===== config.mk =====
export PLATFORM = sky130hd
export DESIGN_NAME = serial_threshold_comparator
export DESIGN_NICKNAME = d
export VERILOG_FILES = /design/src/rtl/serial_threshold_comparator.sv
export SDC_FILE = /design/constraint.sdc
export NUM_CORES = 1
export LEC_CHECK = 0
export CAP_MARGIN = 20
export CORE_MARGIN = 2
export CORE_UTILIZATION = 30
export CTS_CLUSTER_DIAMETER = 60
export DETAILED_ROUTE_END_ITERATION = 12
export SYNTH_ARGS = -nofsm -noshare
export SYNTH_HDL_FRONTEND = slang
export SYNTH_SLANG_ARGS = --single-unit

===== constraint.sdc =====
create_clock -name i_clk -period 6.2 [get_ports i_clk]
set_input_delay 1.86 -clock i_clk [delete_from_list [all_inputs] [get_ports i_clk]]
set_output_delay 1.86 -clock i_clk [all_outputs]
set_load 0.005 [all_outputs]

===== src/rtl/serial_threshold_comparator.sv =====
// Bit-serial magnitude comparator.
// Captures an operand and a threshold, then scans them MSB-first one bit per
// clock and stops at the first bit where they differ. The result is a
// GT/LT/EQ verdict plus the number of bits scanned, held on a valid/ready
// output until the consumer takes it.
module serial_threshold_comparator #(
    parameter int WIDTH = 6,
    localparam int CNT_W = $clog2(WIDTH + 1)
) (
    input  logic             i_clk,
    input  logic             i_reset,
    input  logic             i_valid,
    output logic             o_ready,
    input  logic [WIDTH-1:0] i_a,
    input  logic [WIDTH-1:0] i_b,
    output logic             o_valid,
    input  logic             i_ready,
    output logic             o_gt,
    output logic             o_lt,
    output logic             o_eq,
    output logic [CNT_W-1:0] o_nbits
);

    // A 1-bit index is kept even for WIDTH=1 so the register is never zero-width.
    localparam int IDX_W = (WIDTH > 1) ? $clog2(WIDTH) : 1;

    typedef enum logic [1:0] {
        ST_IDLE = 2'd0,
        ST_SCAN = 2'd1,
        ST_DONE = 2'd2
    } state_t;

    state_t           state_q, state_d;
    logic [WIDTH-1:0] a_q, a_d;
    logic [WIDTH-1:0] b_q, b_d;
    logic [IDX_W-1:0] idx_q, idx_d;
    logic [CNT_W-1:0] cnt_q, cnt_d;
    logic [CNT_W-1:0] nbits_q, nbits_d;
    logic             gt_q, gt_d;
    logic             lt_q, lt_d;
    logic             eq_q, eq_d;

    logic             accept;
    logic             release_out;
    logic             bit_a;
    logic             bit_b;
    logic             last_bit;

    assign accept      = (state_q == ST_IDLE) && i_valid;
    assign release_out = (state_q == ST_DONE) && i_ready;
    assign bit_a       = a_q[idx_q];
    assign bit_b       = b_q[idx_q];
    assign last_bit    = (idx_q == '0);

    // State register: reset returns to IDLE from anywhere, discarding any in-flight compare.
    always_ff @(posedge i_clk) begin
        if (i_reset) begin
            state_q <= ST_IDLE;
        end else begin
            state_q <= state_d;
        end
    end

    // Next-state: the SCAN exit at idx==0 is unconditional, so idx cannot underflow.
    always_comb begin
        state_d = state_q;
        case (state_q)
            ST_IDLE: begin
                if (accept) begin
                    state_d = ST_SCAN;
                end
            end
            ST_SCAN: begin
                if ((bit_a != bit_b) || last_bit) begin
                    state_d = ST_DONE;
                end
            end
            ST_DONE: begin
                if (release_out) begin
                    state_d = ST_IDLE;
                end
            end
            default: state_d = ST_IDLE;
        endcase
    end

    // Handshake outputs are decoded from state alone.
    always_comb begin
        o_ready = (state_q == ST_IDLE);
        o_valid = (state_q == ST_DONE);
    end

    // Datapath next values: capture on accept, scan one bit per cycle, clear flags on release.
    always_comb begin
        a_d     = a_q;
        b_d     = b_q;
        idx_d   = idx_q;
        cnt_d   = cnt_q;
        nbits_d = nbits_q;
        gt_d    = gt_q;
        lt_d    = lt_q;
        eq_d    = eq_q;
        case (state_q)
            ST_IDLE: begin
                if (accept) begin
                    a_d   = i_a;
                    b_d   = i_b;
                    idx_d = IDX_W'(WIDTH - 1);
                    cnt_d = '0;
                end
            end
            ST_SCAN: begin
                cnt_d = cnt_q + CNT_W'(1);
                if (bit_a && !bit_b) begin
                    gt_d    = 1'b1;
                    nbits_d = cnt_q + CNT_W'(1);
                end else if (!bit_a && bit_b) begin
                    lt_d    = 1'b1;
                    nbits_d = cnt_q + CNT_W'(1);
                end else if (last_bit) begin
                    eq_d    = 1'b1;
                    nbits_d = cnt_q + CNT_W'(1);
                end else begin
                    idx_d = idx_q - IDX_W'(1);
                end
            end
            ST_DONE: begin
                if (release_out) begin
                    gt_d = 1'b0;
                    lt_d = 1'b0;
                    eq_d = 1'b0;
                end
            end
            default: ;
        endcase
    end

    // Datapath registers, all cleared by reset so the block restarts from a known state.
    always_ff @(posedge i_clk) begin
        if (i_reset) begin
            a_q     <= '0;
            b_q     <= '0;
            idx_q   <= '0;
            cnt_q   <= '0;
            nbits_q <= '0;
            gt_q    <= 1'b0;
            lt_q    <= 1'b0;
            eq_q    <= 1'b0;
        end else begin
            a_q     <= a_d;
            b_q     <= b_d;
            idx_q   <= idx_d;
            cnt_q   <= cnt_d;
            nbits_q <= nbits_d;
            gt_q    <= gt_d;
            lt_q    <= lt_d;
            eq_q    <= eq_d;
        end
    end

    // Result outputs come straight from their registers.
    always_comb begin
        o_gt    = gt_q;
        o_lt    = lt_q;
        o_eq    = eq_q;
        o_nbits = nbits_q;
    end

endmodule


==> impl_results.md, run 1 <==
- Worst setup slack after layout: 2.731 ns
- Asr flop ratio synth: 0%
- Run status: completed
- Critical path start-end classification: flip-flop to output pin
- YS warnings: 0
- Quantity of gates resized following cts: 0
- Fraction of final layout cells sized beyond drive strength 1: 7.738%
- Global-route usage over all layers: 11.12%
- Maximum number of pins on one net before global-route repair: 31
- Final Wtd Congestion: 0.8006
- Number of cells on the worst reg-to-reg path: 7
- Arr. time, crit path: 1.61 ns
- Total via count in the routed design: 1054
- Count of flip-flops with a built-in enable after synthesis: 0
- Starting Density: 31.66%
- Total Die Area: 0.004854 mm²
- Standby leakage power: 0.5897 nW
- Post-route minimum period: 3.469 ns
- Hpwl dp: 1990 µm
- Total gr overflow: 0
- Number of global-route vias before repair: 994
- Mapped Avg Cell Area: 8.625 µm²
- Maximum cell stage delay along the critical path: 0.59 ns
- Cts-stage hold buffer count: 0
- Root Driver: sky130_fd_sc_hd__clkbuf_8
- Total wire length: 2673 µm
- Post-layout total power: 399.3 µW
- Setup repair after global routing missed its margin: no
- Combined area of all synthesized cells: 0.001294 mm²
- CP max-delay cell: sky130_fd_sc_hd__dfxtp_1
- Number of antenna diodes: 0
- Synthesized netlist cell count: 150
- Ports: 24
- Critical Path End Type: output pin
- Largest driver fanout on the critical path: 11
- Pre-CTS setup slack: 2.575 ns
- Number of synthesized register bits: 26
- Post-Route Utilization: 38.85%
- Area taken by flip-flops and latches: 520.5 µm²
- Cells on Worst Hold Path: 2
- CTS tree: done
- Critical hold path startpoint: b_q[0]
- Clock skew: 0.005165 ns
- # nets final: 190
- Cell area power density: 251.5 mW/mm²
- Initial antenna violation count: 0
- Data required time of the worst path: 4.34 ns
- First-pass GRT wire length: 4443 µm
- Number of maximum-capacitance violations: 0
- Insertion delay of the later-clocked pin in the worst-skew pair: 0.27 ns
- Net count of the mapped netlist: 171
- Layout area overhead: 22.73%
- Total of fill cells in the finished design: 416
- R2R Setup Slk: 3.81 ns
- Class of the tightest hold or removal check: flip-flop to flip-flop
- Final setup fails: 0
- Relative slew slack: 30.96%
- Number of H-tree branching levels: 1
- Crit Reg-Reg Startpoint: idx_q[1]
- Area of the multi-input gates: 700.7 µm²
- Top library cells by usage in the layout, fill and taps aside: sky130_fd_sc_hd__nand2_1 (26), sky130_fd_sc_hd__dfxtp_1 (26), sky130_fd_sc_hd__clkdlybuf4s50_1 (23), sky130_fd_sc_hd__a21oi_1 (14), sky130_fd_sc_hd__nor2_1 (12)
- Worst Hold Endpoint: b_q[0]
- Clk sinks: 26
- Area of the placeable core: 0.004086 mm²
- Element type at the critical path start: flip-flop
- Final period utilization: 55.95%
- Pre-antenna DRT Iters: 4
- DRC Markers: 0
- Largest voltage drop on the vdd net: 0.08751 mV
- Post-synth cell types: 32
- Clock Pin Slew Worst Setup and Hold Paths: 0.09 ns
- Number of nets with antenna violations after detailed routing: 0
- Transition at the pin with the smallest max-transition slack: 1.032 ns
- Number of hold violations in the final report: 0
- Routed wire per std cell: 12.26 µm
- Max Freq: 288.3 MHz
- CTS max path bufs: 2
- Vias per cell: 4.835
- Critical register-to-register path endpoint: idx_q[1]
- Cts bufs inserted: 3
- Die height: 69.67 µm
- Die extent in x: 69.67 µm
- Number of buffers inserted to repair setup after CTS: 0
- Count of routing violations after the opening detailed-route iteration: 55
- Seq/Total Area, Yosys: 40.23%
- Setup TNS: 0 ns
- Commonest register cell after synthesis: sky130_fd_sc_hd__dfxtp_1
- Count of pins over their slew limit: 0
- Cell-by-cell listing of the critical path: nor2b_1, clkdlybuf4s50_1
- Total number of placement rows: 23
- Number of port buffers: 23
- Worst hold-check slack: 0.4640 ns
## cells in the mapped netlist (2+ instances only)
cell,count,area (µm²)
sky130_fd_sc_hd__a21oi_1,14,70.07
sky130_fd_sc_hd__a22oi_1,2,15.01
sky130_fd_sc_hd__a311oi_1,2,17.52
sky130_fd_sc_hd__a31oi_1,3,18.77
sky130_fd_sc_hd__buf_6,2,22.52
sky130_fd_sc_hd__clkbuf_1,5,18.77
sky130_fd_sc_hd__dfxtp_1,26,520.5
sky130_fd_sc_hd__ha_1,5,62.56
sky130_fd_sc_hd__inv_1,5,18.77
sky130_fd_sc_hd__mux2_2,3,33.78
sky130_fd_sc_hd__mux2i_1,8,80.08
sky130_fd_sc_hd__nand2_1,26,97.59
sky130_fd_sc_hd__nand2b_1,7,43.79
sky130_fd_sc_hd__nor2_1,12,45.04
sky130_fd_sc_hd__nor2b_1,7,43.79
sky130_fd_sc_hd__nor3_1,6,30.03
sky130_fd_sc_hd__or3_1,2,12.51
## worst max path at each step
stage | startpoint | to | cells past startpoint
after floorplan | i_reset | o_nbits[2] | 3
after global placement | i_reset | o_nbits[2] | 3
after detailed placement | i_valid | idx_q[1] | 4
after CTS | state_q[1] | o_valid | 2
after global routing | state_q[1] | o_valid | 2
final | state_q[1] | o_valid | 2
## cell families (layout without fill, tap and decap cells)
kind of cell	count (synthesis)	in the layout	share of synthesized area [%]
buffers and inverters	14	32	5.609
and+or+nand+nor	65	65	26.01
DFF	26	26	40.23
adders and majority gates	5	5	4.836
AOI/OAI and AO/OA	29	29	14.51
muxes	11	11	8.801
## state kept, by name, indices dropped and copies added, names as in the netlist
| signal | count |
|---|---|
| a_q | 6 |
| o_gt | 1 |
| idx_q | 3 |
| o_nbits | 3 |
| b_q | 6 |
| state_q | 2 |
| cnt_q | 3 |
| o_lt | 1 |
| o_eq | 1 |
## worst max-delay path: cells and delay by family (launching register included)
family / cells / cell delay [ns]
flops: 1 / 0.59
buf+inv: 1 / 0.52
simple gates: 1 / 0.22
## stage by stage
stage,area [µm²],std cells
floorplan,1294,150
global route,1588,218
CTS,1588,218
global placement,1533,214
detailed placement,1533,214
finish,1588,218
## report_power, final
| part | switching [mW] | internal [mW] | total [mW] |
|---|---|---|---|
| logic | 0.0432 | 0.0483 | 0.0915 |
| registers | 0.0163 | 0.181 | 0.197 |
| clock network | 0.0538 | 0.0568 | 0.111 |
## area by class of cell
class	instances	area share, %
clock buffer	4	3.467
inverter	5	1.182
multi-input combinational	110	44.13
sequential	26	32.78
tap	50	3.940
timing repair buffer	23	14.50
## per-layer routing
layer / part of all wire (%) / vias to the layer above / global-route usage (%) / wire length (µm)
met5: 0 / - / 0 / 0
met4: 1.4 / 0 / 3.846 / 38
met3: 2.6 / 4 / 1.453 / 69
met2: 49 / 17 / 19.87 / 1304
met1: 47 / 486 / 13.66 / 1261
li1: - / 547 / - / -
(Power assumes the default switching activity.)
==> inputs of run 2 (changes only) <==
==> constraint.sdc (replaced) <==
create_clock -name i_clk -period 3.4 [get_ports i_clk]
set_input_delay 1.02 -clock i_clk [delete_from_list [all_inputs] [get_ports i_clk]]
set_output_delay 1.02 -clock i_clk [all_outputs]
set_load 0.005 [all_outputs]
==> run 2 against run 1 <==
Clock-buffer cell count shrank 1. Die area is the same. Via count grew 1.0%. Clock power grew 50%. Combinational power grew 87%. Wire length grew 0.37%. Final cell count grew 0.46%. Worst hold slack lost 0.0078 ns. Clock skew grew 0.00065 ns. Flip-flop and latch count is the same. Total power grew 74%. Critical path type unchanged. Largest cell class unchanged. Largest power group unchanged.
==> impl_results.md, run 2 (synthesized netlist as in run 1, its figures left out) <==
- Pre-antenna DRT Iters: 4 (unchanged)
- Number of buffers inserted to repair setup after CTS: 0 (unchanged)
- Standby leakage power: 0.5923 nW (+0.44%)
- Data required time of the worst path: 2.38 ns (-1.96 ns)
- Internal power: 499.8 µW (+75%)
- Global-route usage over all layers: 11.40% (+0.28 points)
- Number of H-tree branching levels: 1 (unchanged)
- Clock network power share: 23.9% (-3.8 points)
- Total net switching power: 196.7 µW (+74%)
- Number of global-route vias before repair: 1050 (+5.6%)
- Critical Path End Type: output pin
- Biggest registers after layout: a_q x6, b_q x6
- Number of antenna diodes: 0 (unchanged)
- Number of port buffers: 23 (unchanged)
- Final period utilization: 77.61%
- Worst hold-check slack: 0.4562 ns (-0.007765 ns)
- Post-route minimum period: 2.639 ns
- Element type at the critical path start: flip-flop
- Total gr overflow: 0 (unchanged)
- Routed wire per std cell: 12.25 µm (about the same)
- Post-layout total power: 696.5 µW (+74%)
- Total number of placement rows: 23 (unchanged)
- Largest driver fanout on the critical path: 11 (unchanged)
- Arr. time, crit path: 1.62 ns (about the same)
- Share of total power in sequential cells: 51.6% (+2.2 points)
- Total of fill cells in the finished design: 442 (+6.3%)
- Top library cells by usage in the layout, fill and taps aside: sky130_fd_sc_hd__nand2_1 (26), sky130_fd_sc_hd__dfxtp_1 (26), sky130_fd_sc_hd__clkdlybuf4s50_1 (23), sky130_fd_sc_hd__a21oi_1 (14), sky130_fd_sc_hd__nor2_1 (12)
- Class of the tightest hold or removal check: flip-flop to flip-flop
- Total wire length: 2683 µm (+0.37%)
- Relative slew slack: 62.03% (+31 points)
- DRC Markers: 0 (unchanged)
- Count of pins over their slew limit: 0 (unchanged)
- Clock skew: 0.005818 ns (+0.0006533 ns)
- # nets final: 192 (+1.1%)
- Initial antenna violation count: 0 (unchanged)
- Layout area overhead: 22.82% (about the same)
- CTS tree: done
- Die height: 69.67 µm (unchanged)
- Area of the placeable core: 0.004086 mm² (unchanged)
- Final setup fails: 0 (unchanged)
- Hpwl dp: 2044 µm (+2.7%)
- Total Die Area: 0.004854 mm² (unchanged)
- Switching power as a share of total power: 28.24% (-0.13 points)
- Die extent in x: 69.67 µm (unchanged)
- Setup repair after global routing missed its margin: no
- Total via count in the routed design: 1065 (+1.0%)
- Critical path start-end classification: flip-flop to output pin
- Cts bufs inserted: 3 (unchanged)
- CTS max path bufs: 2 (unchanged)
- Maximum number of pins on one net before global-route repair: 19 (-39%)
- R2R Setup Slk: 1.01 ns (-2.80 ns)
- Cell area power density: 438.3 mW/mm² (+74%)
- Clock Pin Slew Worst Setup and Hold Paths: 0.08 ns (about the same)
- Insertion delay of the later-clocked pin in the worst-skew pair: 0.26 ns (about the same)
- Final Wtd Congestion: 0.8147 (+1.8%)
- Number of hold violations in the final report: 0 (unchanged)
- Proportion of power drawn by combinational gates: 24.5% (+1.6 points)
- Cts-stage hold buffer count: 0 (unchanged)
- Run status: completed
- Starting Density: 31.66% (unchanged)
- Max Freq: 379.0 MHz
- Ports: 24 (unchanged)
- Clk sinks: 26 (unchanged)
- Transition at the pin with the smallest max-transition slack: 0.5677 ns (-0.4646 ns)
- Fraction of final layout cells sized beyond drive strength 1: 8.284% (+0.55 points)
- Largest voltage drop on the vdd net: 0.2626 mV (+200%)
- Number of nets with antenna violations after detailed routing: 0 (unchanged)
- Count of routing violations after the opening detailed-route iteration: 57 (+3.6%)
- Quantity of gates resized following cts: 0 (unchanged)
- First-pass GRT wire length: 4547 µm (+2.3%)
- Root Driver: sky130_fd_sc_hd__clkbuf_8
- Number of maximum-capacitance violations: 0 (unchanged)
- Vias per cell: 4.863 (+0.58%)
- Setup TNS: 0 ns (unchanged)
-- run 2: cell count changes in the layout (fill, tap and decap cells not counted), sizes merged --
cell | before | now
buf | 0 | 2
clkbuf | 4 | 3
-- run 2: worst max-delay path, cell delays in order (launching register included) --
cell and delay, ns:
sky130_fd_sc_hd__dfxtp_1 0.60, sky130_fd_sc_hd__nor2b_1 0.23, sky130_fd_sc_hd__clkdlybuf4s50_1 0.52
-- run 2: cell type report --
cell class	instances	area (µm²)	area share, %
Tap cell	50	62.56	3.937
Clock buffer	3	41.29	2.598
Multi-Input combinational cell	110	700.7	44.09
Inverter	5	18.77	1.181
Sequential cell	26	520.5	32.76
Timing Repair Buffer	25	245.2	15.43
-- run 2: power groups by stage --
stage / combinational (mW) / sequential, mW / clock [mW]
3_3_place_gp: 0.169 / 0.365 / 0
5_1_grt: 0.190 / 0.365 / 0.186
2_1_floorplan: 0.130 / 0.351 / 0
6_report: 0.171 / 0.359 / 0.166
3_5_place_dp: 0.172 / 0.367 / 0
4_1_cts: 0.173 / 0.360 / 0.175
-- run 2: worst paths after layout --
check	startpoint	endpoint	cells after the start
worst min register to register	b_q[0]	b_q[0]	2
worst max-delay path	state_q[1]	o_valid	2
worst max register to register	idx_q[1]	idx_q[1]	7
worst min-delay path	b_q[0]	b_q[0]	2
-- run 2: through the flow --
stage / worst slack (ns) / cells / instance area (µm²) / utilization [%]
CTS: 0.7414 / 219 / 1589 / 38.89
floorplan: 1.171 / 150 / 1294 / -
finish: 0.7613 / 219 / 1589 / 38.89
global route: 0.6326 / 219 / 1589 / 38.89
detailed placement: 0.8134 / 216 / 1548 / 37.88
global placement: 0.8248 / 216 / 1548 / 37.88
-- run 2: per-layer routing --
layer | routed length [µm] | part of all wire [%] | global-route usage [%]
met5 | 0 | 0 | 0
met3 | 85 | 3.2 | 3.343
met4 | 35 | 1.3 | 3.846
met1 | 1235 | 46 | 13.15
met2 | 1327 | 49 | 20.09
